### config.mk
export PLATFORM = sky130hd
export DESIGN_NAME = traffic_light_ctrl
export DESIGN_NICKNAME = d
export VERILOG_FILES = /design/src/rtl/traffic_light_ctrl_pkg.sv /design/src/rtl/traffic_light_ctrl_sec_tick_gen.sv /design/src/rtl/traffic_light_ctrl.sv
export SDC_FILE = /design/constraint.sdc
export NUM_CORES = 1
export LEC_CHECK = 0
export ABC_CLOCK_PERIOD_IN_PS = 2200
export BUFFER_PORTS_ARGS = -buffer_cell sky130_fd_sc_hd__clkbuf_2
export CAP_MARGIN = 20
export CORE_MARGIN = 1
export CORE_UTILIZATION = 55
export CTS_BUF_LIST = sky130_fd_sc_hd__clkbuf_4
export DETAILED_ROUTE_END_ITERATION = 6
export PLACE_DENSITY = 0.72
export SLEW_MARGIN = 30
export SYNTH_ARGS = -nofsm -noshare
export SYNTH_HDL_FRONTEND = slang
export SYNTH_SLANG_ARGS = --single-unit
### constraint.sdc
create_clock -name clk_i -period 2.2 [get_ports clk_i]
set_clock_uncertainty 0.2 [all_clocks]
set_input_delay 0.22 -clock clk_i [delete_from_list [all_inputs] [get_ports clk_i]]
set_output_delay 0.22 -clock clk_i [all_outputs]
set_load 0.05 [all_outputs]
### src/rtl/traffic_light_ctrl_pkg.sv
// Shared colour codes for the traffic-light sequencer and the RGB LED decoder.
// Latency: n/a (constants only).
// Backpressure: n/a.
package traffic_light_ctrl_pkg;

    // 2-bit colour-select codes understood by the RGB decoder
    localparam logic [1:0] COLOR_WHITE  = 2'b00;
    localparam logic [1:0] COLOR_RED    = 2'b01;
    localparam logic [1:0] COLOR_GREEN  = 2'b10;
    localparam logic [1:0] COLOR_YELLOW = 2'b11;

endpackage

### src/rtl/traffic_light_ctrl_sec_tick_gen.sv
// One-second prescaler: counts 0..TICK_DIV-1 and pulses tick_o on the last count.
// Latency: tick_o is combinational from the count register; first tick TICK_DIV cycles after clr_i drops.
// Backpressure: none; clr_i holds the count at zero and suppresses the tick.
module sec_tick_gen #(
    parameter int unsigned TICK_DIV = 100_000_000
) (
    input  logic clk_i,
    input  logic rst_i,
    input  logic clr_i,
    output logic tick_o
);

    localparam int unsigned     CW   = $clog2(TICK_DIV);
    localparam logic [CW-1:0]   LAST = CW'(TICK_DIV - 1);

    logic [CW-1:0] cnt_q;
    logic [CW-1:0] cnt_d;

    // Next count: clear wins, otherwise wrap on the last count
    always_comb begin
        cnt_d = cnt_q;
        if (clr_i) begin
            cnt_d = '0;
        end else if (cnt_q == LAST) begin
            cnt_d = '0;
        end else begin
            cnt_d = cnt_q + CW'(1);
        end
    end

    // Count register with asynchronous reset
    always_ff @(posedge clk_i or posedge rst_i) begin
        if (rst_i) begin
            cnt_q <= '0;
        end else begin
            cnt_q <= cnt_d;
        end
    end

    assign tick_o = !clr_i && (cnt_q == LAST);

endmodule

### src/rtl/traffic_light_ctrl.sv
// Timed RED->GREEN->YELLOW sequencer with seconds countdown and pedestrian GREEN truncation.
// Latency: all outputs registered; a tick or input change shows on the outputs one cycle later.
// Backpressure: none; ped_req_i is latched every cycle while running, en_i low forces IDLE.
module traffic_light_ctrl
    import traffic_light_ctrl_pkg::*;
#(
    parameter int unsigned TICK_DIV   = 100_000_000,
    parameter int unsigned RED_SEC    = 5,
    parameter int unsigned GREEN_SEC  = 5,
    parameter int unsigned YELLOW_SEC = 2,
    parameter int unsigned PED_SEC    = 2
) (
    input  logic       clk_i,
    input  logic       rst_i,
    input  logic       en_i,
    input  logic       ped_req_i,
    output logic [1:0] light_o,
    output logic [3:0] remain_o,
    output logic       ped_pend_o
);

    // State codes double as the colour codes, so light_o is the state register itself
    typedef enum logic [1:0] {
        ST_IDLE   = COLOR_WHITE,
        ST_RED    = COLOR_RED,
        ST_GREEN  = COLOR_GREEN,
        ST_YELLOW = COLOR_YELLOW
    } state_e;

    localparam logic [3:0] RED_LD    = 4'(RED_SEC);
    localparam logic [3:0] GREEN_LD  = 4'(GREEN_SEC);
    localparam logic [3:0] YELLOW_LD = 4'(YELLOW_SEC);
    localparam logic [3:0] PED_LD    = 4'(PED_SEC);

    state_e     state_q, state_d;
    logic [3:0] remain_q, remain_d;
    logic       ped_q, ped_d;
    logic       tick;
    logic       tick_clr;

    // Prescaler is parked at zero in IDLE and whenever the sequencer is being stopped
    assign tick_clr = (state_q == ST_IDLE) || !en_i;

    sec_tick_gen #(
        .TICK_DIV (TICK_DIV)
    ) u_sec_tick_gen (
        .clk_i  (clk_i),
        .rst_i  (rst_i),
        .clr_i  (tick_clr),
        .tick_o (tick)
    );

    // Next state, countdown and pedestrian latch; disable has top priority
    always_comb begin
        state_d  = state_q;
        remain_d = remain_q;
        ped_d    = ped_q;

        if (!en_i) begin
            state_d  = ST_IDLE;
            remain_d = '0;
            ped_d    = 1'b0;
        end else if (state_q == ST_IDLE) begin
            // Requests made while idle are deliberately dropped
            state_d  = ST_RED;
            remain_d = RED_LD;
            ped_d    = 1'b0;
        end else begin
            ped_d = ped_q || ped_req_i;

            if ((state_q == ST_GREEN) && ped_q && (remain_q > PED_LD)) begin
                // Truncation beats a same-cycle tick; a held request re-latches harmlessly
                remain_d = PED_LD;
                ped_d    = ped_req_i;
            end else begin
                if ((state_q == ST_GREEN) && ped_q) begin
                    // Already short enough: just retire the request
                    ped_d = ped_req_i;
                end
                if (tick) begin
                    if (remain_q > 4'd1) begin
                        remain_d = remain_q - 4'd1;
                    end else begin
                        unique case (state_q)
                            ST_RED: begin
                                state_d  = ST_GREEN;
                                remain_d = GREEN_LD;
                            end
                            ST_GREEN: begin
                                state_d  = ST_YELLOW;
                                remain_d = YELLOW_LD;
                            end
                            ST_YELLOW: begin
                                state_d  = ST_RED;
                                remain_d = RED_LD;
                            end
                            default: begin
                                state_d  = ST_IDLE;
                                remain_d = '0;
                            end
                        endcase
                    end
                end
            end
        end
    end

    // State, countdown and latch registers with asynchronous reset
    always_ff @(posedge clk_i or posedge rst_i) begin
        if (rst_i) begin
            state_q  <= ST_IDLE;
            remain_q <= '0;
            ped_q    <= 1'b0;
        end else begin
            state_q  <= state_d;
            remain_q <= remain_d;
            ped_q    <= ped_d;
        end
    end

    assign light_o    = state_q;
    assign remain_o   = remain_q;
    assign ped_pend_o = ped_q;

`ifndef SYNTHESIS
    // Parameter legality checks; remain is 4 bits so no duration may exceed 15
    always @(posedge clk_i) begin
        assert (TICK_DIV >= 2)
            else $error("traffic_light_ctrl: TICK_DIV must be >= 2");
        assert (RED_SEC >= 1 && RED_SEC <= 15)
            else $error("traffic_light_ctrl: RED_SEC out of range 1..15");
        assert (GREEN_SEC >= 1 && GREEN_SEC <= 15)
            else $error("traffic_light_ctrl: GREEN_SEC out of range 1..15");
        assert (YELLOW_SEC >= 1 && YELLOW_SEC <= 15)
            else $error("traffic_light_ctrl: YELLOW_SEC out of range 1..15");
        assert (PED_SEC >= 1 && PED_SEC <= GREEN_SEC)
            else $error("traffic_light_ctrl: PED_SEC out of range 1..GREEN_SEC");
    end
`endif

endmodule

==> After elaboration in Yosys (flattened, before gate mapping) <==
Index checks and enable logic that the tools add are counted.
{ "word_totals": {"regBits": 34, "out_inout_bits": 7} }
{ "classes": {"n_addsub": 2, "order_cmp": 2, "n_eq_ne": 8, "n_mux": 18, "reduce_logical": 10} }
{ "ops": {"columns": ["cell", "count"], "rows": [
  ["27-bit two-way mux", 2],
  ["27-bit by 1-bit adder with 27-bit output (second input constant)", 1],
  ["27-bit equality test (second input constant)", 1],
  ["4-bit two-way mux", 5],
  ["2-bit two-way mux", 5],
  ["3-bit inequality test (second input constant)", 2],
  ["2-bit one-hot mux with 3 select lines", 1],
  ["3-bit one-hot mux with 2 select lines", 1],
  ["2-bit equality test (second input constant)", 2],
  ["4-bit by 1-bit > comparator with 1-bit output (second input constant)", 1],
  ["4-bit by 2-bit > comparator with 1-bit output (second input constant)", 1],
  ["1-bit two-way mux", 4],
  ["4-bit by 1-bit inequality test with 1-bit output (second input constant)", 1],
  ["4-bit by 1-bit subtractor with 4-bit output (second input constant)", 1],
  ["1-bit logical AND", 3],
  ["3-bit by 1-bit inequality test with 1-bit output (second input constant)", 1],
  ["3-bit AND reduction", 1],
  ["2-bit by 1-bit equality test with 1-bit output (second input constant)", 1],
  ["1-bit logical NOT", 2],
  ["2-bit logical NOT", 1],
  ["1-bit logical OR", 2],
  ["2-bit OR reduction", 1]
]} }

==> Logic depth before layout (Yosys ltp) <==
Gate-level depths: netlist (run 1).
{ "logic_depth": {"ltp_word": 8, "depth_mapped": 8, "depth_no_buf": 7} }

==> Hierarchy <==
Synthesis (run 1) repeated with hierarchy kept, for this count alone.
{ "unflattened": {"hier_cells": 219, "hier_area_um2": 2058.2} }
{ "by_module_without_submodules": {"columns": ["mod", "instances", "cells_per_inst", "area_each_um2"], "rows": [
  ["sec_tick_gen", 1, 161, 1505.2],
  ["traffic_light_ctrl", 1, 58, 553.0]
]} }

==> Worst setup path before layout (run 1) <==
OpenSTA, ideal clock, no wires.
{ "synth_path": {"path_kind": "register to register", "start": "register remain_q[0], in the netlist remain_o[0]", "end": "register state_q[1], in the netlist light_o[1]", "setup_ns": 0.124, "arrival_time_ns": 1.951, "required_ns": 1.876, "slack_ns": -0.075, "path_stages_with_launch": 8, "path_buffers": 0, "cell_sequence": "dfrtp_1 > inv_1 > ha_1 > nor2b_1 > o311ai_2 > and2_1 > and4_1 > a211o_1"} }
{ "synth_via": {"elab_chain_cells": 4, "elab_cells_between_ends": 6, "cone_classes": "order compare (2); eq/ne (2); reduce/logical (2)"} }
{ "synth_rtl": {"columns": ["item", "line_no", "text"], "rows": [
  ["from (decl)", "traffic_light_ctrl.sv:36", "logic [3:0] remain_q, remain_d;"],
  ["from (signal assigned)", "traffic_light_ctrl.sv:116", "remain_q <= remain_d;"],
  ["4-bit by 2-bit > comparator with 1-bit output", "traffic_light_ctrl.sv:71", "if ((state_q == ST_GREEN) && ped_q && (remain_q > PED_LD)) begin"],
  ["1-bit logical AND", "traffic_light_ctrl.sv:71", null],
  ["3-bit inequality test (no source line)", null, null],
  ["3-bit AND reduction (no source line) *", null, null],
  ["to (signal assigned)", "traffic_light_ctrl.sv:115", "state_q <= state_d;"],
  ["to (decl)", "traffic_light_ctrl.sv:35", "state_e state_q, state_d;"]
]} }
Every way passes the cells marked *; elsewhere a longest branch is shown, timed or not.
A chain may end at the register's enable or synchronous reset.

==> Worst setup path in the final report (run 1) <==
{ "layout_path": {"start": "register u_sec_tick_gen.cnt_q[10]", "end": "register u_sec_tick_gen.cnt_q[12]"} }
{ "layout_via": {"elab_chain_cells": 3, "elab_cells_between_ends": 4, "cone_classes": "add/sub (1); eq/ne (1); mux (2)"} }
{ "layout_rtl": {"columns": ["item", "line_no", "text"], "rows": [
  ["from (decl)", "traffic_light_ctrl_sec_tick_gen.sv:16", "logic [CW-1:0] cnt_q;"],
  ["from (signal assigned)", "traffic_light_ctrl_sec_tick_gen.sv:36", "cnt_q <= cnt_d;"],
  ["27-bit by 1-bit adder with 27-bit output / 27-bit equality test (equally long branches)", "traffic_light_ctrl_sec_tick_gen.sv:27, traffic_light_ctrl_sec_tick_gen.sv:24", null],
  ["27-bit two-way mux *", "traffic_light_ctrl_sec_tick_gen.sv:24", "end else if (cnt_q == LAST) begin"],
  ["27-bit two-way mux *", "traffic_light_ctrl_sec_tick_gen.sv:22", "if (clr_i) begin"],
  ["via u_sec_tick_gen.cnt_d[12]", "traffic_light_ctrl_sec_tick_gen.sv:17", "logic [CW-1:0] cnt_d;"]
]} }
Mark *: on every way through the listed nets, which the timed path passes. The rest lies on a longest branch.

==> results.md, run 1 <==
- Status: finished clean
- Crit-path most repeated cell: and4_1
- CP peak stage delay: 0.44 ns
- Total global-route track usage: 0.228
- Reg2reg end: u_sec_tick_gen.cnt_q[12]
- Max-cap viol count: 0
- Mux cell area share after synthesis: 0.0101
- Slew @ Worst Pin: 0.489 ns
- Final Hold Slack: 0.0556 ns
- Core ar.: 0.00339 sq mm
- Synthesized Nets: 226
- RSZ-0062 raised after global routing: no
- Syn_area_per_cell: 9.33 sq um
- Largest family of logic cells by synthesized area: simple AND/OR/NAND/NOR gates
- Worst EP arrival: 2.05 ns
- FFs w/ async S/R, synth: 1.00
- Port bufs: 10
- Synth cell types: 38
- Max Root-Sink Buffers: 2
- # rows: 21
- Xor-xnor portion of the synthesized cell area: 0.101
- Ant. Diodes: 0
- Worst skew pair latency: 0.34 ns
- HP Class: input port to flop
- CTS Buf Count: 5
- Share of power burned in registers: 0.435
- Initial DRT Pass Iterations: 4
- Crit path depth: 6
- Sum Neg Setup Slack: 0 ns
- Antenna violations before repair: 0
- Fin cells: 278
- Routed wire length: 3880 microns
- FF-to-FF path depth: 6
- Number of antenna-violating nets in the routed design: 0
- WL per Instance: 14.0 microns
- Die width: 62.1 microns
- Clk sinks: 34
- Die height: 62.1 microns
- Critical Path Fanout Max: 17
- Syn Std Cell Area: 0.00199 sq mm
- Worst R2R Start: u_sec_tick_gen.cnt_q[10]
- Gp weighted congestion: 0.892
- Cell breakdown of the critical path: nor4bb_1, and4_1, and4_1, nand2b_1, buf_4, nor2_1
- P_sw: 0.663 mW
- Pwr Total: 1.69 mW
- Sw Share: 0.393
- # IOs: 11
- Sequential share of the synthesized area: 0.428
- CP required: 2.22 ns
- Clock Root Buffer: clkbuf_4
- Via density: 5.67
- Critical Path Start Type: flop
- Slowest CP cell: dfrtp_1
- H-tree Lvls: 2
- Crit path from: u_sec_tick_gen.cnt_q[10]
- Critical path type: flop to flop
- First-pass GRT wire length: 7040 microns
- Power per cell area: 772 mW/mm^2
- Placed cells: 268
- Leakage: 0.949 nW
- Grt total ovfl: 0
- Synthesis-stage register bit count: 34
- Final Max Slew Viols: 0
- Worst-path clk slew: 0.11 ns
- Setup-failing EPs final: 0
- Fmax achieved: 495 MHz
- Post-synth EDFFs: 0
- Via count: 1576
- Post-CTS Setup Bufs: 0
- Top FF cell, synth: dfrtp_1
- Post-layout minimum cycle time: 2.02 ns
- Syn Inst Count: 213
- Warnings from Yosys: 0
- Final Hold Viols: 0
- Fraction of layout cells with a size suffix above 1: 0.142
- Synth Area in Simple Gates: 0.305
- Critical Path Sink: u_sec_tick_gen.cnt_q[12]
- Residual DRC: 0
- Initial DRC count: 140
- Number of global-route vias before repair: 1611
- HPWL Detailed: 2860 microns
- Final core utilization: 0.645
- Largest net degree at the start of global routing: 35
- Period utilisation layout: 0.918
- CTS tree: yes
- Area delta synth->final: 10.0%
- Worst VDD drop: 0.000348 V
- P_int: 1.03 mW
- CP Capture Type: flop
- Layout fillers: 268
- Gate power share: 0.350
- Top Family by Delay on Critical Path: simple AND/OR/NAND/NOR gates
- Total Nets Final: 244
- Clk pwr share: 0.215
- Worst path bufs/invs: 1
- R2R Setup Slk: 0.18 ns
- Initial Util: 0.587
- Die area: 0.00386 sq mm
- Slew HR: 0.671
- Post-synthesis compound-gate area fraction: 0.0623
- Adder-Cell Fraction of Synth Area: 0.0566
- CTS-repair resized insts: 0
[state kept, by name, indices dropped and copies added, names as in the netlist]
signal	flops
u_sec_tick_gen.cnt_q	27
remain_o	4
light_o	2
ped_pend_o	1
[repair_timing]
| item | in CTS | in global routing |
|---|---|---|
| hold buffers | 2 | 0 |
| endpoints found under the hold margin | 35 | 0 |
| setup endpoints to repair | 0 | 0 |
[layer usage]
metal	GRT usage	vias up	wire, microns
met5	0	-	0
met4	0.0872	0	68
met3	0.0551	9	100
met2	0.391	27	1940
met1	0.275	763	1770
li1	-	777	-
[cells by family (layout without fill, tap and decap cells)]
| family | count (synthesis) | count (layout) |
|---|---|---|
| AND/OR/NAND/NOR | 112 | 112 |
| AO/OA/AOI/OAI | 16 | 16 |
| multiplexers | 2 | 2 |
| buffers and inverters | 17 | 36 |
| adder cells (fa/ha/maj) | 9 | 9 |
| flip-flops | 34 | 34 |
| XOR/XNOR | 23 | 23 |
[cell type report]
| type | count | area (sq um) | area share |
|---|---|---|---|
| repair buffers | 18 | 115 | 0.0526 |
| clock buffers | 8 | 60.1 | 0.0275 |
| flip-flops and latches | 34 | 853 | 0.390 |
| well taps | 46 | 57.6 | 0.0263 |
| multi-input cells | 162 | 1060 | 0.486 |
| inverters | 10 | 37.5 | 0.0172 |
[stage by stage]
stage	worst slack [ns]	area (sq um)
final	0.179	2190
after global routing	0.0368	2190
after global placement	0.252	2110
after floorplan	0.0709	1990
after CTS	0.186	2190
after detailed placement	0.206	2110
[worst reg2reg max path, delay by kind of cell (launching register included)]
kind	cells	cell delay, ns
buf+inv	1	0.23
flops	1	0.44
simple gates	5	1.05
[how the worst min path moves through the flow]
stage	startpoint	end	slack (ns)	depth (start not counted)
6_report	en_i	remain_o[0]	0.06	3
4_1_cts	en_i	remain_o[0]	0.03	3
3_3_place_gp	rst_i	light_o[0]	0.11	3
5_1_grt	en_i	remain_o[0]	0.06	3
2_1_floorplan	ped_req_i	ped_pend_o	0.15	2
3_5_place_dp	rst_i	light_o[1]	0.12	3
[cells in the mapped netlist, drive strengths merged, types with 8 or more instances]
| cell type | count | area [sq um] |
|---|---|---|
| and3 | 8 | 52.6 |
| dfrtp | 34 | 851 |
| ha | 9 | 113 |
| inv | 10 | 37.5 |
| nand2 | 17 | 63.8 |
| nand3 | 12 | 72.6 |
| nand4 | 9 | 56.3 |
| nor2 | 35 | 134 |
| nor3 | 10 | 50.1 |
| xnor2 | 11 | 96.3 |
| xor2 | 12 | 105 |
[placed cells by master (no fill, tap or decap), types with 8 or more instances in the layout]
cell type	synthesis	final
clkbuf_2	0	10
clkbuf_4	0	8
dfrtp_1	34	32
ha_1	9	9
inv_1	10	10
nand2_1	17	17
nand3_1	11	11
nand4_1	9	9
nor2_1	34	34
nor3_1	10	10
xnor2_1	11	11
xor2_1	12	12
[power by group through the flow]
stage | Clock, mW | Combinational (mW) | Sequential, mW
floorplan | 0 | 0.339 | 0.857
global placement | 0 | 0.564 | 0.741
detailed placement | 0 | 0.586 | 0.746
CTS | 0.379 | 0.592 | 0.734
global route | 0.407 | 0.658 | 0.745
finish | 0.363 | 0.592 | 0.734
Note: power is estimated with default switching activity, not from simulation.
==> run 2: changes to the inputs <==
CTS_BUF_LIST = default   (was sky130_fd_sc_hd__clkbuf_4)
==> results.md, run 2 (same netlist as run 1, synthesis figures left out) <==
- # IOs: 11 (unchanged)
- R2R Setup Slk: 0.17 ns (about the same)
- Initial Util: 0.587 (unchanged)
- Routed wire length: 3920 microns (+0.95%)
- Sequential cell area: 853 sq um (unchanged)
- WL per Instance: 14.1 microns (+0.95%)
- CTS-repair resized insts: 0 (unchanged)
- Clock Root Buffer: clkbuf_4
- Setup-failing EPs final: 0 (unchanged)
- Clk sinks: 34 (unchanged)
- Post-CTS Hold Fix Bufs: 2 (unchanged)
- H-tree Lvls: 2 (unchanged)
- Final Hold Viols: 0 (unchanged)
- Total global-route track usage: 0.229 (+0.00158)
- Ant. Diodes: 0 (unchanged)
- Post-CTS Setup Bufs: 0 (unchanged)
- Initial DRC count: 191 (+36%)
- Period utilisation layout: 0.924 (+0.00560)
- Largest net degree at the start of global routing: 35 (unchanged)
- Placed cells: 268 (unchanged)
- Number of antenna-violating nets in the routed design: 0 (unchanged)
- Via density: 5.68 (+0.13%)
- Setup slack after layout: 0.167 ns (-0.0123 ns)
- Port bufs: 10 (unchanged)
- Number of global-route vias before repair: 1629 (+1.1%)
- CTS Buf Count: 5 (unchanged)
- Max-cap viol count: 0 (unchanged)
- Critical Path Fanout Max: 17 (unchanged)
- Die width: 62.1 microns (unchanged)
- Most frequent cells in the layout: nor2_1 (34), dfrtp_1 (32), nand2_1 (17)
- Worst EP arrival: 2.06 ns (about the same)
- Worst skew pair latency: 0.34 ns (about the same)
- Final core utilization: 0.642 (-0.00332)
- Pre-CTS setup slack: 0.206 ns (unchanged)
- RSZ-0062 raised after global routing: no
- Die height: 62.1 microns (unchanged)
- # rows: 21 (unchanged)
- Slew @ Worst Pin: 0.475 ns (-0.0141 ns)
- Fmax achieved: 492 MHz (-0.61%)
- Worst VDD drop: 0.000351 V (+0.69%)
- Gp weighted congestion: 0.892 (unchanged)
- Die area: 0.00386 sq mm (unchanged)
- CP required: 2.23 ns (about the same)
- Reg with most FFs: u_sec_tick_gen.cnt_q
- Post-layout minimum cycle time: 2.03 ns (+0.0123 ns)
- Critical path type: flop to flop
- Grt total ovfl: 0 (unchanged)
- Area of the multi-input gates: 0.00106 sq mm (unchanged)
- Initial DRT Pass Iterations: 4 (unchanged)
- Via count: 1578 (+0.13%)
- Power per cell area: 759 mW/mm^2 (-1.7%)
- CP Capture Type: flop
- Slew HR: 0.680 (+0.00949)
- Core ar.: 0.00339 sq mm (unchanged)
- Sum Neg Setup Slack: 0 ns (unchanged)
- Layout fillers: 276 (+3.0%)
- Fin cells: 278 (unchanged)
- Commonest non-fill, non-tap cell in the layout: nor2_1
- First-pass GRT wire length: 7070 microns (+0.38%)
- Total Nets Final: 244 (unchanged)
- Critical Path Start Type: flop
- Area delta synth->final: 9.44%
- Antenna violations before repair: 0 (unchanged)
- Residual DRC: 0 (unchanged)
- HP Class: input port to flop
- Status: finished clean
- Number of flip-flops in the largest register: 27 (unchanged)
- Leakage: 0.939 nW (-1.1%)
- Fraction of layout cells with a size suffix above 1: 0.129 (-0.0129)
- HPWL Detailed: 2860 microns (unchanged)
- CTS tree: yes
- Worst-path clk slew: 0.10 ns (about the same)
- Final Max Slew Viols: 0 (unchanged)
- Max Root-Sink Buffers: 2 (unchanged)
[run 2: cell types whose count changed in the layout (fill, tap and decap cells not counted)]
cell and delta:
clkbuf_4 -3, clkbuf_1 +3
[run 2: power by group]
| group | switching (mW) | internal (mW) |
|---|---|---|
| clock network | 0.201 | 0.127 |
| logic | 0.400 | 0.191 |
| registers | 0.0629 | 0.671 |
[run 2: area by class of cell]
| class | instances | area share |
|---|---|---|
| inverter | 10 | 0.0173 |
| timing repair buffer | 18 | 0.0529 |
| clock buffer | 8 | 0.0224 |
| sequential | 34 | 0.392 |
| multi-input combinational | 162 | 0.489 |
| tap | 46 | 0.0265 |
[run 2: through the flow]
step                hold WS (ns)  power [mW]  cell area (sq um)
finish                    0.0522        1.65               2180
global route              0.0640        1.78               2180
CTS                       0.0350        1.67               2180
detailed placement         0.118        1.33               2110
floorplan                  0.147        1.20               1990
global placement           0.112        1.31               2110
[run 2: path summary, 6_finish.rpt]
kind                                     startpoint                        to  cells after the start
setup / recovery           u_sec_tick_gen.cnt_q[19]  u_sec_tick_gen.cnt_q[23]                      6
hold / removal                                 en_i               remain_o[0]                      3
setup reg to reg           u_sec_tick_gen.cnt_q[19]  u_sec_tick_gen.cnt_q[23]                      6
hold reg to reg             u_sec_tick_gen.cnt_q[0]   u_sec_tick_gen.cnt_q[0]                      1
max in group asynchronous                     rst_i               remain_o[1]                      4
min in group asynchronous                     rst_i               remain_o[2]                      4
[run 2: per-layer routing]
layer,vias to the layer above,part of all wire,global-route usage
met5,-,0,0
met4,0,0.019,0.0872
met3,7,0.025,0.0551
met2,28,0.51,0.397
met1,771,0.44,0.275
li1,772,-,-
[run 2: critical path, stage by stage, from the launching register on]
cell and delay [ns]:
dfrtp_1 0.44, nor4bb_1 0.27, and4_1 0.24, and4_1 0.31
nand2b_1 0.16, buf_4 0.22, nor2_1 0.08
==> run 3: changes to the inputs <==
CORE_UTILIZATION = 49   (was 55)
PLACE_DENSITY = 0.65   (was 0.72)
==> results.md, run 3 (same netlist as run 1, synthesis figures left out) <==
- Max-cap viol count: 0 (unchanged)
- Worst-path clk slew: 0.07 ns (-0.03 ns)
- CP required: 2.20 ns (-0.03 ns)
- # IOs: 11 (unchanged)
- Final design instance area without fill: 0.00229 sq mm (+5.3%)
- Sw Share: 0.344 (-0.0575)
- Hold path start: en_i
- P_sw: 0.709 mW (+6.9%)
- Worst EP arrival: 2.10 ns (+0.04 ns)
- Layout fillers: 322 (+17%)
- Top Family by Delay on Critical Path: compound AO/OA/AOI/OAI gates
- Area of the multi-input gates: 0.00106 sq mm (unchanged)
- First-pass GRT wire length: 7800 microns (+10%)
- Post-layout minimum cycle time: 2.10 ns (+0.0698 ns)
- Fraction of layout cells with a size suffix above 1: 0.146 (+0.0166)
- Die height: 65.7 microns (+5.8%)
- Total Nets Final: 245 (+0.41%)
- Via count: 1612 (+2.2%)
- Critical Path Fanout Max: 7 (-10)
- CTS Buf Count: 5 (unchanged)
- HPWL Detailed: 3130 microns (+9.6%)
- Core ar.: 0.00377 sq mm (+11%)
- Max Root-Sink Buffers: 2 (unchanged)
- Post-CTS Setup Bufs: 0 (unchanged)
- Setup-failing EPs final: 0 (unchanged)
- Reg with most FFs: u_sec_tick_gen.cnt_q
- Final Hold Viols: 0 (unchanged)
- Gate power share: 0.294 (-0.063)
- Share of power burned in registers: 0.361 (-0.083)
- Clk pwr share: 0.345 (+0.146)
- Sequential cell area: 853 sq um (unchanged)
- Total global-route track usage: 0.242 (+0.0128)
- Number of global-route vias before repair: 1709 (+4.9%)
- Fmax achieved: 476 MHz (-3.3%)
- Final core utilization: 0.608 (-0.0341)
- P_int: 1.35 mW (+37%)
- Power per cell area: 900 mW/mm^2 (+18%)
- CTS tree: yes
- Worst R2R Start: light_o[0]
- Leakage: 0.996 nW (+6.1%)
- H-tree Lvls: 2 (unchanged)
- Cell breakdown of the critical path: inv_1, ha_1, nand2b_1, a21oi_1, nand3_1, o22ai_1
- HP Class: input port to flop
- Ant. Diodes: 0 (unchanged)
- Die area: 0.00432 sq mm (+12%)
- Gp weighted congestion: 0.796 (-11%)
- Clk sinks: 34 (unchanged)
- Routed wire length: 4270 microns (+8.8%)
- Crit path from: light_o[0]
- Number of flip-flops in the largest register: 27 (unchanged)
- Via density: 5.74 (+1.1%)
- Grt total ovfl: 0 (unchanged)
- Worst path bufs/invs: 1 (unchanged)
- DP Area: 0.00213 sq mm (+1.1%)
- Most frequent cells in the layout: nor2_1 (34), dfrtp_1 (32), nand2_1 (17)
- Critical path type: flop to flop
- Slew HR: 0.621 (-0.0591)
- Period utilisation layout: 0.956 (+0.0317)
- Final Hold Slack: 0.117 ns (+0.0653 ns)
- Area delta synth->final: 15.3%
- Antenna violations before repair: 0 (unchanged)
- Clock Root Buffer: clkbuf_8
- Final Max Slew Viols: 0 (unchanged)
- Initial DRT Pass Iterations: 4 (unchanged)
- Initial Util: 0.527 (-0.0594)
- Residual DRC: 0 (unchanged)
- # rows: 22 (+4.8%)
- Worst VDD drop: 0.000433 V (+24%)
- Initial DRC count: 108 (-43%)
- RSZ-0062 raised after global routing: yes
- Number of antenna-violating nets in the routed design: 0 (unchanged)
- Slowest CP cell: dfrtp_1
- Largest net degree at the start of global routing: 35 (unchanged)
- Port bufs: 10 (unchanged)
- Commonest non-fill, non-tap cell in the layout: nor2_1
- Critical Path Start Type: flop
- CP Capture Type: flop
- CP peak stage delay: 0.43 ns (about the same)
- WL per Instance: 15.2 microns (+7.7%)
- Status: finished clean
- Worst skew pair latency: 0.29 ns (-0.05 ns)
- Die width: 65.7 microns (+5.8%)
- Slew @ Worst Pin: 0.563 ns (+0.0879 ns)
==> run 3: worst reg2reg max path, cell delays in order (launching register included) <==
cell      delay, ns
dfrtp_1        0.43
inv_1          0.14
ha_1           0.32
nand2b_1       0.31
a21oi_1        0.28
nand3_1        0.15
o22ai_1        0.18
==> run 3: stage by stage <==
stage / cells / power (mW) / setup WS (ns) / setup TNS [ns]
final: 281 / 2.06 / 0.0974 / 0
after CTS: 281 / 2.08 / 0.122 / 0
after floorplan: 213 / 1.20 / 0.0709 / 0
after detailed placement: 271 / 1.36 / 0.127 / 0
after global routing: 281 / 2.18 / -0.0178 / -0.0178
after global placement: 271 / 1.32 / 0.227 / 0
==> run 3: power by group through the flow <==
stage               Sequential, mW  Clock [mW]  Combinational (mW)
global placement             0.745           0               0.577
CTS                          0.741       0.733               0.608
global route                 0.751       0.759               0.674
detailed placement           0.753           0               0.604
floorplan                    0.857           0               0.339
finish                       0.745       0.712               0.606
==> run 3: what timing repair did <==
item	CTS	global route
resized for setup	0	0
hold buffers	2	0
endpoints found under the setup margin	0	1
hold endpoints to repair	35	0
==> run 3: final timing paths <==
check,endpoint,slack [ns],cells past startpoint
max,u_sec_tick_gen.cnt_q[18],0.1,6
min,light_o[1],0.12,2
max reg2reg,u_sec_tick_gen.cnt_q[18],0.1,6
min reg2reg,u_sec_tick_gen.cnt_q[0],0.29,1
max in group asynchronous,remain_o[1],1.12,4
min in group asynchronous,u_sec_tick_gen.cnt_q[22],0.35,4
==> run 3: final cells by class <==
type	count	area share
clock buffer	6	0.0360
clock inverter	2	0.0262
inverter	10	0.0164
multi-input combinational	162	0.464
sequential	34	0.372
tap	48	0.0262
timing repair buffer	19	0.0590
==> run 3: layer usage <==
layer / wire length, microns / vias to the layer above / global-route usage
met4: 107 / 0 / 0.109
met1: 1900 / 783 / 0.309
met2: 2080 / 40 / 0.384
met3: 174 / 12 / 0.0608
met5: 0 / - / 0
li1: - / 777 / -
